## config.mk

```make
export PLATFORM = sky130hd
export DESIGN_NAME = key_press_classifier
export DESIGN_NICKNAME = d
export VERILOG_FILES = /design/src/rtl/key_press_classifier.sv
export SDC_FILE = /design/constraint.sdc
export NUM_CORES = 1
export LEC_CHECK = 0
export ABC_AREA = 1
export BUFFER_PORTS_ARGS = -buffer_cell sky130_fd_sc_hd__buf_2
export CAP_MARGIN = 30
export CORE_ASPECT_RATIO = 1.75
export CORE_MARGIN = 8
export CORE_UTILIZATION = 30
export DETAILED_ROUTE_END_ITERATION = 8
export SETUP_SLACK_MARGIN = 0.02
export SYNTH_ARGS = -nofsm -noshare
export SYNTH_HDL_FRONTEND = slang
export SYNTH_SLANG_ARGS = --single-unit
```

## constraint.sdc

```tcl
create_clock -name CLK -period 2.34 [get_ports CLK]
set_input_delay 0.234 -clock CLK [delete_from_list [all_inputs] [get_ports CLK]]
set_output_delay 0.234 -clock CLK [all_outputs]
set_load 0.02 [all_outputs]
```

## src/rtl/key_press_classifier.sv

```systemverilog
// Classifies a debounced active-low key into short / double / long press pulses.
// Define KEY_REPEAT_EN to make Long_Pulse auto-repeat every REPEAT_CYC while held.
module key_press_classifier #(
  parameter int LONG_CYC   = 50000000,
  parameter int DBL_CYC    = 15000000,
  parameter int REPEAT_CYC = 10000000
) (
  input  logic CLK,
  input  logic RST_N,
  input  logic Key_In,
  output logic Short_Pulse,
  output logic Double_Pulse,
  output logic Long_Pulse,
  output logic Busy
);

  localparam int MAX_AB = (LONG_CYC > DBL_CYC) ? LONG_CYC : DBL_CYC;
  localparam int MAX_C  = (MAX_AB > REPEAT_CYC) ? MAX_AB : REPEAT_CYC;
  localparam int CW     = $clog2(MAX_C) + 1;

  // The sample that moves IDLE->PRESS1 (and PRESS1->WAIT2) is already the first
  // counted sample, so the terminal count sits one below the usual N-1.
  localparam logic [CW-1:0] LONG_LAST = CW'(LONG_CYC - 2);
  localparam logic [CW-1:0] DBL_LAST  = CW'(DBL_CYC - 2);
`ifdef KEY_REPEAT_EN
  localparam logic [CW-1:0] REP_LAST  = CW'(REPEAT_CYC - 1);
`endif

  typedef enum logic [2:0] {IDLE, PRESS1, WAIT2, PRESS2, HOLD} state_t;

  state_t          state, state_nxt;
  logic            k_r, arm;
  logic [CW-1:0]   cnt, cnt_nxt;
  logic            short_nxt, dbl_nxt, long_nxt;

  always_comb begin
    state_nxt = state;
    cnt_nxt   = cnt;
    short_nxt = 1'b0;
    dbl_nxt   = 1'b0;
    long_nxt  = 1'b0;
    case (state)
      IDLE:   if (arm && !k_r) state_nxt = PRESS1;
      PRESS1: begin
        if (k_r) state_nxt = WAIT2;
        else if (cnt == LONG_LAST) begin
          state_nxt = HOLD;
          long_nxt  = 1'b1;
        end else cnt_nxt = cnt + 1'b1;
      end
      // A press arriving on the timeout cycle takes priority over the short pulse.
      WAIT2: begin
        if (!k_r) state_nxt = PRESS2;
        else if (cnt == DBL_LAST) begin
          state_nxt = IDLE;
          short_nxt = 1'b1;
        end else cnt_nxt = cnt + 1'b1;
      end
      PRESS2: begin
        if (k_r) begin
          state_nxt = IDLE;
          dbl_nxt   = 1'b1;
        end
      end
      HOLD: begin
        if (k_r) state_nxt = IDLE;
`ifdef KEY_REPEAT_EN
        else if (cnt == REP_LAST) begin
          long_nxt = 1'b1;
          cnt_nxt  = '0;
        end else cnt_nxt = cnt + 1'b1;
`endif
      end
      default: state_nxt = IDLE;
    endcase
    if (state_nxt != state) cnt_nxt = '0;
  end

  // arm follows the real input, not k_r's reset value, so a key held
  // through reset must be released before it can start a gesture.
  always_ff @(posedge CLK) begin
    if (!RST_N) begin
      k_r          <= 1'b1;
      arm          <= 1'b0;
      state        <= IDLE;
      cnt          <= '0;
      Short_Pulse  <= 1'b0;
      Double_Pulse <= 1'b0;
      Long_Pulse   <= 1'b0;
      Busy         <= 1'b0;
    end else begin
      k_r          <= Key_In;
      arm          <= arm | Key_In;
      state        <= state_nxt;
      cnt          <= cnt_nxt;
      Short_Pulse  <= short_nxt;
      Double_Pulse <= dbl_nxt;
      Long_Pulse   <= long_nxt;
      Busy         <= (state_nxt != IDLE);
    end
  end

endmodule

```

Yosys cells after proc, flatten, opt, wreduce, memory -nomap -nowiden
Cells that the tools add are included.
{ "classes": {"n_mux": 15, "reduce_logical": 11, "add_sub_neg": 1, "eq_ne": 11, "bitwise": 3} }
{ "op_table": {"columns": ["operator", "count"], "rows": [
  ["27-bit 2-to-1 mux", 4],
  ["27-bit one-hot mux with 2 select lines", 1],
  ["27-bit by 1-bit adder with 27-bit output, second input constant", 1],
  ["27-bit by 24-bit equality test with 1-bit output, second input constant", 1],
  ["27-bit by 26-bit equality test with 1-bit output, second input constant", 1],
  ["3-bit 2-to-1 mux", 6],
  ["3-bit one-hot mux with 4 select lines", 1],
  ["2-bit != test, second input constant", 4],
  ["3-bit by 2-bit equality test with 1-bit output, second input constant", 2],
  ["5-bit AND reduction", 1],
  ["2-bit OR reduction", 2],
  ["3-bit by 1-bit equality test with 1-bit output, second input constant", 1],
  ["3-bit equality test, second input constant", 1],
  ["3-bit logical NOT", 1],
  ["1-bit 2-to-1 mux", 3],
  ["3-bit != test", 1],
  ["3-bit AND reduction", 1],
  ["3-bit nonzero test", 1],
  ["3-bit OR reduction", 1],
  ["1-bit NOT", 2],
  ["2-bit AND reduction", 1],
  ["2-bit nonzero test", 1],
  ["1-bit logical AND", 1],
  ["1-bit logical NOT", 1],
  ["1-bit OR", 1]
]} }
{ "word_totals": {"word_cells": 49, "out_inout_bits": 4, "regBits": 36} }

Longest topological paths before layout
Gate-level depths: netlist of the first run.
{ "depth": {"depth_word": 6, "ltp_mapped": 14, "mapped_depth_nobuf": 13} }

Worst setup path after synthesis of the first run
Ideal clock, no wire load.
{ "synth_path": {"path_type": "register -> register", "startpoint": "register cnt[0]", "endpoint": "register cnt[26]", "required_time_ns": 2.276, "path_buffers": 1, "setup_slack_ns": 0.698, "arrival_time_ns": 1.578, "stages_incl_launch_ff": 15, "cell_sequence": "dfxtp_1 inv_1 ha_1 inv_1 nor2_1 nand2_2 nor2_2 nand2_1 nand2_1 nand2_2 nand2_2 a21oi_2 nand3_4 buf_6 nor2_1"} }
{ "synth_between": {"elab_chain_len": 6} }
{ "synth_rtl": {"columns": ["element", "line_no", "source"], "rows": [
  ["start, declared", "33", "logic [CW-1:0] cnt, cnt_nxt;"],
  ["start signal, assigned", "95", "cnt <= cnt_nxt;"],
  ["parallel branches: the longest is 6 deep, another holds 27-bit by 1-bit adder with 27-bit output", null, null]
]} }
Several ways; the timed one is not identified. The select of a mux whose other input is x is not followed.
A chain may end at the register's enable or synchronous reset.

Final worst setup path of the first run
{ "layout_path": {"startpoint": "register cnt[8]", "endpoint": "register cnt[16]"} }
The elaborated chain is that of the path after synthesis.

==> results of run 1 <==
## logic make-up after synthesis
| group | after synthesis |
|---|---|
| flip-flops | 36 |
| AO/OA/AOI/OAI | 44 |
| AND/OR/NAND/NOR | 230 |
| XOR/XNOR | 14 |
| buffers and inverters | 77 |
| adder cells (fa/ha/maj) | 2 |
## through the flow
step	util (%)	area [sq um]	instances	setup slack (ns)	hold WS (ns)
after floorplan	-	2542	403	0.6978	0.3406
after global placement	32.27	2665	499	0.3277	0.4388
after detailed placement	32.27	2665	499	0.3178	0.4446
after CTS	34.05	2811	507	0.3153	0.1532
after global routing	34.05	2811	507	0.04995	0.1626
final	34.05	2811	507	0.3204	0.1547
## cells in the final DEF (no fill, tap or decap)
| cell type | instances |
|---|---|
| nand4_1 | 3 |
| inv_2 | 22 |
| clkbuf_16 | 5 |
| nand3b_1 | 2 |
| nand2_1 | 90 |
| ha_1 | 2 |
| o31ai_1 | 1 |
| o21ai_2 | 10 |
| clkbuf_8 | 1 |
| buf_4 | 4 |
| dfxtp_1 | 36 |
| o21ai_1 | 5 |
| inv_1 | 48 |
| buf_2 | 6 |
| clkbuf_1 | 2 |
| o21ai_0 | 3 |
| nor2_4 | 3 |
| or2_2 | 1 |
| nor3b_1 | 3 |
| a21oi_2 | 5 |
| nor2_2 | 8 |
| xor2_1 | 9 |
| nand2_2 | 11 |
| nor3_1 | 10 |
| nand3_2 | 3 |
| a31oi_1 | 3 |
| buf_12 | 1 |
| nand3_4 | 2 |
| xnor2_1 | 5 |
| a21oi_4 | 1 |
| a21oi_1 | 16 |
| nor2_1 | 75 |
| nand3_1 | 19 |
## critical path, cell delays in order (launching register included)
cell	delay [ns]
dfxtp_1	0.45
nand2_1	0.18
nor2_1	0.16
nand3_1	0.10
nor2_2	0.12
nand3_2	0.11
nand3_4	0.29
buf_4	0.24
nand2_1	0.06
o21ai_1	0.08
inv_1	0.05
nor2_1	0.10
## area by class of cell
class	instances	area [sq um]
clock buffer	8	146.4
fill	935	5446
inverter	70	262.8
multi-input combinational	290	1486
sequential	36	720.7
tap	92	115.1
timing repair buffer	11	80.08
## state kept, by name, summed over array words and instances (netlist names)
| register | cells |
|---|---|
| cnt | 27 |
| state | 3 |
| Busy | 1 |
| Double_Pulse | 1 |
| Long_Pulse | 1 |
| Short_Pulse | 1 |
| arm | 1 |
| k_r | 1 |
## worst max path at each step
stage	cells after the start	to	startpoint	slack (ns)
2_1_floorplan	14	cnt[26]	cnt[0]	0.70
3_3_place_gp	10	cnt[21]	cnt[8]	0.33
3_5_place_dp	11	cnt[16]	cnt[8]	0.32
4_1_cts	11	cnt[16]	cnt[8]	0.32
5_1_grt	11	cnt[4]	cnt[8]	0.05
6_report	11	cnt[16]	cnt[8]	0.32
## power by group
group          total (W)  internal, W  switching, W
logic          0.0000894    0.0000245     0.0000649
clock network   0.000670     0.000424      0.000245
registers       0.000626     0.000619    0.00000635
## metal layers
metal	track usage, %	vias to the layer above	wire [microns]
met5	0	-	0
li1	-	1257	-
met4	10.10	0	406
met1	10.71	1074	2368
met3	2.509	27	223
met2	22.84	51	3573
==> impl_metrics.py, run 1 <==
metrics = {
    "timing": {
        "setup_total_negative_slack_ns": 0,
        "worstMarginPinSlew_ns": 0.4206,
        "rsz0062_at_grt": "false",
        "finClkSkew_ns": 0.006682,
        "period_share_pct": 86.31,
        "timing.final.setup_violations": 0,
        "slew_violations": 0,
        "hold_viol_final": 0,
        "final.min_clock_period_ns": 2.020,
        "fmaxAchievable_mhz": 495.1,
        "slew_headroom_pct": 71.75,
    },
    "floorplan": {
        "core-area_sq_um": 8258,
        "die_w_microns": 85.59,
        "initial_utilization_pct": 30.79,
        "die_height_microns": 137.8,
        "floorplan.die_area_sq_um": 11790,
        "ioPinCount": 7,
        "floorplan.rows": 44,
    },
    "critical_path": {
        "worst-endpoint-required_ns": 2.55,
        "timing.rr.start": "cnt[8]",
        "worstPathMaxFanout": 22,
        "crit_end_element": "flop",
        "reg2reg_setup_slack_ns": 0.32,
        "timing.critical_path.arrival_ns": 2.23,
        "critical_path.reg2reg.endpoint": "cnt[16]",
        "startpoint_to_endpoint_class_of_the_critical_path": "flop to flop",
        "cp-start-kind": "flop",
        "timing.reg2reg.worst_path_depth": 11,
    },
    "cts": {
        "postCtsResizedCells": 0,
        "clkSlewWorstSetupHoldPaths_ns": 0.06,
        "cts_root_buf": "clkbuf_16",
        "postCtsSetupBuffers": 0,
        "post_cts_hold_buffer_count": 0,
        "clock_sink_count": 36,
        "max-clock-path-buffers": 2,
        "tritoncts": "done",
        "htree_num_levels": 2,
        "worst_skew_pair.late_latency_ns": 0.29,
        "cts_made_buffers": 5,
    },
    "final_layout": {
        "layout-area-overhead-vs-synth_pct": 10.58,
        "drive_gt1_share_pct": 20.00,
        "diodes": 0,
        "nNetsFinal": 419,
    },
    "yosys": {
        "synth-edff-count": 0,
        "yosys-top-cells-count": "nand2_1 (90), nor2_1 (75), inv_1 (48)",
        "yosys_warnings": 0,
        "top_cells_by_area_synth": "dfxtp_1 (28%), nand2_1 (13%), nor2_1 (11%)",
        "area_fraction_in_compound_gates_after_synthesis_pct": 11.56,
        "synth_flop_cell": "dfxtp_1",
        "synth_seq_cells": 36,
        "yosys.area_share.simple_pct": 41.09,
        "synthMuxAreaShare_pct": 0,
        "arithmetic_cell_share_of_the_synthesized_area_counting_full_adders_half_adders_and_majority_gates_pct": 0.9843,
        "syn-cell-area_sq_um": 2542,
        "yosys.cell_count.top_type": "nand2_1",
        "ys_async_rst_share_pct": 0,
        "post-synth-top-area-cell": "dfxtp_1",
        "seq_area_frac_synth_pct": 28.35,
        "largest_family_of_logic_cells_by_synthesized_area": "simple AND/OR/NAND/NOR gates",
        "synth_cell_type_count": 29,
        "synth_xor_area_share_pct": 4.823,
        "synthDominantCellAreaShare_pct": 28.35,
        "post_synth.cell_area_avg_sq_um": 6.309,
        "netlist_instances": 403,
        "postSynthNetCount": 408,
    },
    "drt": {
        "antenna_violating_nets_post_route": 0,
        "drtIter0Drc": 163,
        "vias_per_cell": 4.751,
        "vias": 2409,
        "drc_violations": 0,
        "wire_per_inst_microns": 12.96,
        "route.final.wire_length_microns": 6571,
        "detailedRoute.firstPassIterationCount": 4,
    },
    "global_routing": {
        "antenna_found_initial": 0,
        "grt_max_degree": 28,
        "total_grt_overflow": 0,
        "grt_pass1_wl_microns": 11050,
        "grt_pass1_vias": 2386,
        "grt_usage_pct": 12.11,
    },
    "pwr": {
        "power_per_cell_area_nw_per_um2": 492.5,
        "overall_power_w": 0.001385,
        "power.leakage_nw": 0.9621,
        "worst_ir_drop_vdd_mv": 0.4197,
    },
    "placed_design": {
        "detailedPlacementHpwl_microns": 5191,
        "gp_congestion": 0.9529,
        "portBuffers": 6,
    },
    "run_status": {
        "outcome": "completed",
    },
    "min_path": {
        "hp-class": "input pin to flop",
        "hp-start": "Key_In",
        "whs_path_depth": 2,
        "hold_path_end": "k_r",
    },
    "flow_run": {
        "maxCapViolations": 0,
    },
}
(Power assumes the default switching activity.)
==> run 2: changes to the inputs <==
--- a/config.mk
+++ b/config.mk
@@ -11,6 +11,7 @@
 export CORE_ASPECT_RATIO = 1.75
 export CORE_MARGIN = 8
 export CORE_UTILIZATION = 30
+export CTS_BUF_LIST = sky130_fd_sc_hd__clkbuf_2 sky130_fd_sc_hd__clkbuf_4 sky130_fd_sc_hd__clkbuf_8
 export DETAILED_ROUTE_END_ITERATION = 8
 export SETUP_SLACK_MARGIN = 0.02
 export SYNTH_ARGS = -nofsm -noshare
==> run 2 against run 1 <==
Effect of this change: die area is the same; sequential cell count unchanged; routed wire length decreased by 0.11%; non-clock buffer count unchanged; cell area down 1.7%; register-to-register slack about the same; clock power is 27% lower; count of clock-buffer cells in the layout is the same; global-route usage decreased by 0.15 points; power decreased by 13%; sequential share of layout area grew 0.45 points; highest routed layer unchanged.
==> impl_metrics.py, run 2 (synthesis gave the netlist of run 1 again) <==
metrics = {
    "floorplan": {
        "core-area_sq_um": 8258,
        "initial_utilization_pct": 30.79,
        "die_w_microns": 85.59,
        "floorplan.die_area_sq_um": 11790,
        "die_height_microns": 137.8,
        "floorplan.rows": 44,
        "ioPinCount": 7,
    },
    "global_routing": {
        "grt_max_degree": 28,
        "grt_pass1_vias": 2383,
        "grt_usage_pct": 11.96,
        "antenna_found_initial": 0,
        "total_grt_overflow": 0,
        "grt_pass1_wl_microns": 10890,
    },
    "final_layout": {
        "largest_register_ffs": 27,
        "diodes": 0,
        "layout-area-overhead-vs-synth_pct": 8.661,
        "final_common_cell": "nand2_1",
        "top_regs": "cnt (27), state (3)",
        "drive_gt1_share_pct": 20.48,
        "nNetsFinal": 419,
        "regMostFlops": "cnt",
        "most-common-layout-cells": "nand2_1 (90), nor2_1 (75), inv_1 (48)",
    },
    "timing": {
        "setup_total_negative_slack_ns": 0,
        "hold_viol_final": 0,
        "whs_ns": 0.1448,
        "fmaxAchievable_mhz": 495.7,
        "slew_violations": 0,
        "final.min_clock_period_ns": 2.017,
        "worstMarginPinSlew_ns": 0.4228,
        "slew_headroom_pct": 71.60,
        "timing.final.setup_violations": 0,
        "finClkSkew_ns": 0.01229,
        "period_share_pct": 86.21,
        "rsz0062_at_grt": "false",
    },
    "min_path": {
        "hp-class": "input pin to flop",
        "hp-start": "Key_In",
        "whs_path_depth": 2,
        "hold_path_end": "k_r",
    },
    "critical_path": {
        "timing.rr.start": "cnt[5]",
        "critical_path.top_delay_family": "simple AND/OR/NAND/NOR gates",
        "crit_end_element": "flop",
        "worstPathMaxFanout": 22,
        "timing.reg2reg.worst_path_depth": 11,
        "startpoint_to_endpoint_class_of_the_critical_path": "flop to flop",
        "reg2reg_setup_slack_ns": 0.32,
        "critical_path_cell_count": 11,
        "worst-endpoint-required_ns": 2.57,
        "critical_path.reg2reg.endpoint": "cnt[4]",
        "critical_path.max_stage_delay_ns": 0.42,
        "crit_buf_inv": 2,
        "cp-start-kind": "flop",
        "worstPathCellList": "nand2_1, nor2_2, nand2_2, nor2_2, nand3_2, nand3_4, buf_4, nand2_1, o21ai_1, inv_2, nor2_1",
        "timing.critical_path.arrival_ns": 2.25,
        "critical-path-slowest-cell": "dfxtp_1",
    },
    "drt": {
        "vias_per_cell": 4.751,
        "detailedRoute.firstPassIterationCount": 4,
        "wire_per_inst_microns": 12.95,
        "vias": 2409,
        "drtIter0Drc": 143,
        "route.final.wire_length_microns": 6564,
        "drc_violations": 0,
        "antenna_violating_nets_post_route": 0,
    },
    "cts": {
        "max-clock-path-buffers": 2,
        "htree_num_levels": 2,
        "tritoncts": "done",
        "postCtsSetupBuffers": 0,
        "clock_sink_count": 36,
        "cts_made_buffers": 5,
        "worst_skew_pair.late_latency_ns": 0.30,
        "postCtsResizedCells": 0,
        "post_cts_hold_buffer_count": 0,
        "cts_root_buf": "clkbuf_8",
        "clkSlewWorstSetupHoldPaths_ns": 0.08,
    },
    "flow_run": {
        "maxCapViolations": 0,
    },
    "placed_design": {
        "gp_congestion": 0.9529,
        "detailedPlacementHpwl_microns": 5191,
        "portBuffers": 6,
    },
    "pwr": {
        "power.leakage_nw": 0.9432,
        "overall_power_w": 0.001200,
        "power_per_cell_area_nw_per_um2": 434.3,
        "worst_ir_drop_vdd_mv": 0.3041,
    },
    "run_status": {
        "outcome": "completed",
    },
}
## run 2: routing by layer
metal	up-vias	global-route usage [%]	share of wire [%]	routed length, microns
met1	1078	10.46	37	2431
met4	0	10.69	6.8	446
met2	48	22.50	53	3494
met5	-	0	0	0
li1	1254	-	-	-
met3	29	2.330	2.9	192
## run 2: report_power, final
| group | internal, W | leakage [nW] | total, W | switching (W) |
|---|---|---|---|---|
| logic | 0.0000245 | 0.600 | 0.0000894 | 0.0000650 |
| registers | 0.000618 | 0.291 | 0.000624 | 0.00000636 |
| clock network | 0.000263 | 0.0523 | 0.000486 | 0.000223 |
| total | 0.000906 | 0.943 | 0.00120 | 0.000294 |
## run 2: worst max-delay path by stage
stage,to,from
after floorplan,cnt[26],cnt[0]
after global placement,cnt[21],cnt[8]
after detailed placement,cnt[16],cnt[8]
after CTS,cnt[17],cnt[0]
after global routing,cnt[4],cnt[8]
final,cnt[4],cnt[5]
## run 2: worst reg2reg max path: stages, from the launching register on
cell,delay (ns)
dfxtp_1,0.42
nand2_1,0.17
nor2_2,0.19
nand2_2,0.10
nor2_2,0.14
nand3_2,0.13
nand3_4,0.27
buf_4,0.25
nand2_1,0.07
o21ai_1,0.09
inv_2,0.04
nor2_1,0.08
## run 2: layout make-up
class                   instances  area, sq um
clock buffers                   8        97.59
inverters                      70        262.8
flip-flops and latches         36        720.7
multi-input cells             290         1486
repair buffers                 11        80.08
well taps                      92        115.1
fillers                       936         5495
## run 2: per-stage QoR
stage	cells	cell area, sq um	util, %	setup WS [ns]
final	507	2763	33.45	0.3228
after floorplan	403	2542	-	0.6978
after detailed placement	499	2665	32.27	0.3178
after CTS	507	2763	33.45	0.3110
after global routing	507	2763	33.45	0.05639
after global placement	499	2665	32.27	0.3277
==> run 3: changes to the inputs <==
--- a/config.mk
+++ b/config.mk
@@ -5,7 +5,7 @@
 export SDC_FILE = /design/constraint.sdc
 export NUM_CORES = 1
 export LEC_CHECK = 0
-export ABC_AREA = 1
+export ABC_AREA = 0
 export BUFFER_PORTS_ARGS = -buffer_cell sky130_fd_sc_hd__buf_2
 export CAP_MARGIN = 30
 export CORE_ASPECT_RATIO = 1.75
==> run 3 against run 2 <==
Effect of this change: area after synthesis is 20% lower; routed wire length is 23% lower; clock power is 27% higher; cell count is 36% lower; critical path depth is 5 lower; non-clock buffer count is 11 higher; power is 7.8% higher; largest power group unchanged; highest routed layer unchanged.
==> impl_metrics.py, run 3 <==
metrics = {
    "global_routing": {
        "total_grt_overflow": 0,
        "grt_pass1_wl_microns": 8507,
        "global_route.usage.met1_pct": 10.94,
        "global_route.usage.met2_pct": 19.22,
        "grt_max_degree": 27,
        "antenna_found_initial": 0,
        "grt.met3_usage_pct": 2.529,
        "grt_pass1_vias": 1699,
        "grt_usage_pct": 11.00,
        "most_crowded_layer_after_global_routing": "met2",
    },
    "floorplan": {
        "floorplan.die_area_sq_um": 9771,
        "ioPinCount": 7,
        "initial_utilization_pct": 31.09,
        "die_height_microns": 124.9,
        "die_w_microns": 78.23,
        "core-area_sq_um": 6539,
        "floorplan.rows": 39,
    },
    "placed_design": {
        "placement.setup.worst_slack_ns": 0.1615,
        "dpl.cell_count": 318,
        "portBuffers": 6,
        "gp_congestion": 0.8238,
        "detailedPlacementHpwl_microns": 3634,
    },
    "cts": {
        "htree_num_levels": 2,
        "postCtsResizedCells": 0,
        "clock_sink_count": 36,
        "tritoncts": "done",
        "cts_root_buf": "clkbuf_8",
        "clkSlewWorstSetupHoldPaths_ns": 0.08,
        "worst_skew_pair.late_latency_ns": 0.30,
        "postCtsSetupBuffers": 0,
        "max-clock-path-buffers": 2,
        "cts_made_buffers": 5,
        "post_cts_hold_buffer_count": 0,
    },
    "timing": {
        "period_share_pct": 94.31,
        "finClkSkew_ns": 0.009027,
        "timing.final.setup_violations": 0,
        "hold_viol_final": 0,
        "final.min_clock_period_ns": 2.207,
        "rsz0062_at_grt": "false",
        "slew_violations": 0,
        "finalWorstSetupSlack_ns": 0.1330,
        "fmaxAchievable_mhz": 453.1,
        "worstMarginPinSlew_ns": 0.4137,
        "setup_total_negative_slack_ns": 0,
        "slew_headroom_pct": 72.41,
        "whs_ns": 0.1305,
    },
    "yosys": {
        "netlist_instances": 230,
        "yosys_warnings": 0,
        "synth_flop_cell": "dfxtp_1",
        "synth_cell_type_count": 57,
        "yosys-top-cells-count": "dfxtp_1 (36), nor2_1 (18), nand2_1 (13)",
        "synth_seq_cells": 36,
        "yosys.cell_count.top_type": "dfxtp_1",
        "top_cells_by_area_synth": "dfxtp_1 (35%), xnor2_1 (4.3%), nor2_1 (3.3%)",
        "synthDominantCellAreaShare_pct": 35.45,
        "ys_async_rst_share_pct": 0,
        "seq_area_frac_synth_pct": 35.45,
        "syn-cell-area_sq_um": 2033,
        "post-synth-top-area-cell": "dfxtp_1",
        "post_synth.cell_area_avg_sq_um": 8.840,
        "synth-edff-count": 0,
        "postSynthNetCount": 235,
    },
    "final_layout": {
        "largest_register_ffs": 27,
        "regMostFlops": "cnt",
        "diodes": 0,
        "drive_gt1_share_pct": 23.77,
        "top_regs": "cnt (27), state (3)",
        "most-common-layout-cells": "dfxtp_1 (36), nor2_1 (18), buf_4 (14)",
        "layout-area-overhead-vs-synth_pct": 14.95,
        "nNetsFinal": 248,
        "final_common_cell": "dfxtp_1",
        "final_util_pct": 35.74,
        "finish.cell_count_without_fillers": 326,
    },
    "drt": {
        "drtIter0Drc": 96,
        "vias": 1796,
        "vias_per_cell": 5.509,
        "drc_violations": 0,
        "wire_per_inst_microns": 15.52,
        "detailedRoute.firstPassIterationCount": 4,
        "antenna_violating_nets_post_route": 0,
        "route.final.wire_length_microns": 5061,
    },
    "critical_path": {
        "timing.critical_path.arrival_ns": 2.44,
        "worstPathMaxFanout": 24,
        "cp-start-kind": "flop",
        "critical_path.top_delay_family": "simple AND/OR/NAND/NOR gates",
        "critical_path.max_stage_delay_ns": 0.55,
        "cp_dominant_cell_by_count": "or4_4",
        "worst-endpoint-required_ns": 2.58,
        "critical-path-slowest-cell": "or4_4",
        "crit_end_element": "flop",
        "crit_buf_inv": 1,
        "startpoint_to_endpoint_class_of_the_critical_path": "flop to flop",
        "worstPathCellList": "or4_4, or4_4, a211oi_4, buf_12, and3b_1, nor3_2",
    },
    "pwr": {
        "power_per_cell_area_nw_per_um2": 553.2,
        "power.leakage_nw": 0.7232,
        "worst_ir_drop_vdd_mv": 0.2483,
    },
    "run_status": {
        "outcome": "completed",
    },
    "min_path": {
        "hp-class": "input pin to flop",
    },
    "flow_run": {
        "maxCapViolations": 0,
    },
}
-- run 3: where the power goes --
| group | internal [W] | switching (W) | total [W] |
|---|---|---|---|
| clock network | 0.000376 | 0.000239 | 0.000615 |
| logic | 0.0000222 | 0.0000317 | 0.0000538 |
| registers | 0.000618 | 0.00000610 | 0.000624 |
-- run 3: layer usage --
metal	share of wire, %	routed length [microns]
met5	0	0
met4	4.1	208
met3	2.6	132
met2	54	2758
met1	39	1962
-- run 3: final cells by class --
class	instances	area, sq um
multi-input combinational	169	1179
sequential	36	720.7
fill	693	4202
clock inverter	1	30.03
tap	82	102.6
inverter	9	33.78
clock buffer	7	96.34
timing repair buffer	22	175.2
-- run 3: per-stage QoR --
step	cell area, sq um	power (W)
detailed placement	2211	0.0006929
global route	2337	0.001347
floorplan	2033	0.0006733
CTS	2337	0.001313
global placement	2211	0.0006926
finish	2337	0.001293
-- run 3: worst register-to-register path, stage by stage, from the launching register on --
cell and delay (ns):
dfxtp_1 0.32, or4_4 0.55, or4_4 0.51, a211oi_4 0.29, buf_12 0.19, and3b_1 0.20, nor3_2 0.08
-- run 3: cell families after synthesis --
logic type / Yosys count / synth area share, %
and+or+nand+nor: 114 / 35.75
adders and majority gates: 2 / 1.231
buffers and inverters: 25 / 6.584
muxes: 2 / 0.9847
DFF: 36 / 35.45
xor gates and xnor gates: 13 / 5.600
AOI/OAI and AO/OA: 38 / 14.40
-- run 3: final timing paths --
kind                              start  endpoint  slack (ns)  depth (start not counted)
worst max-delay path            cnt[12]    cnt[5]        0.13                          6
worst min-delay path             Key_In       k_r        0.13                          2
worst max register to register  cnt[12]    cnt[5]        0.13                          6
worst min register to register      arm       arm        0.51                          1
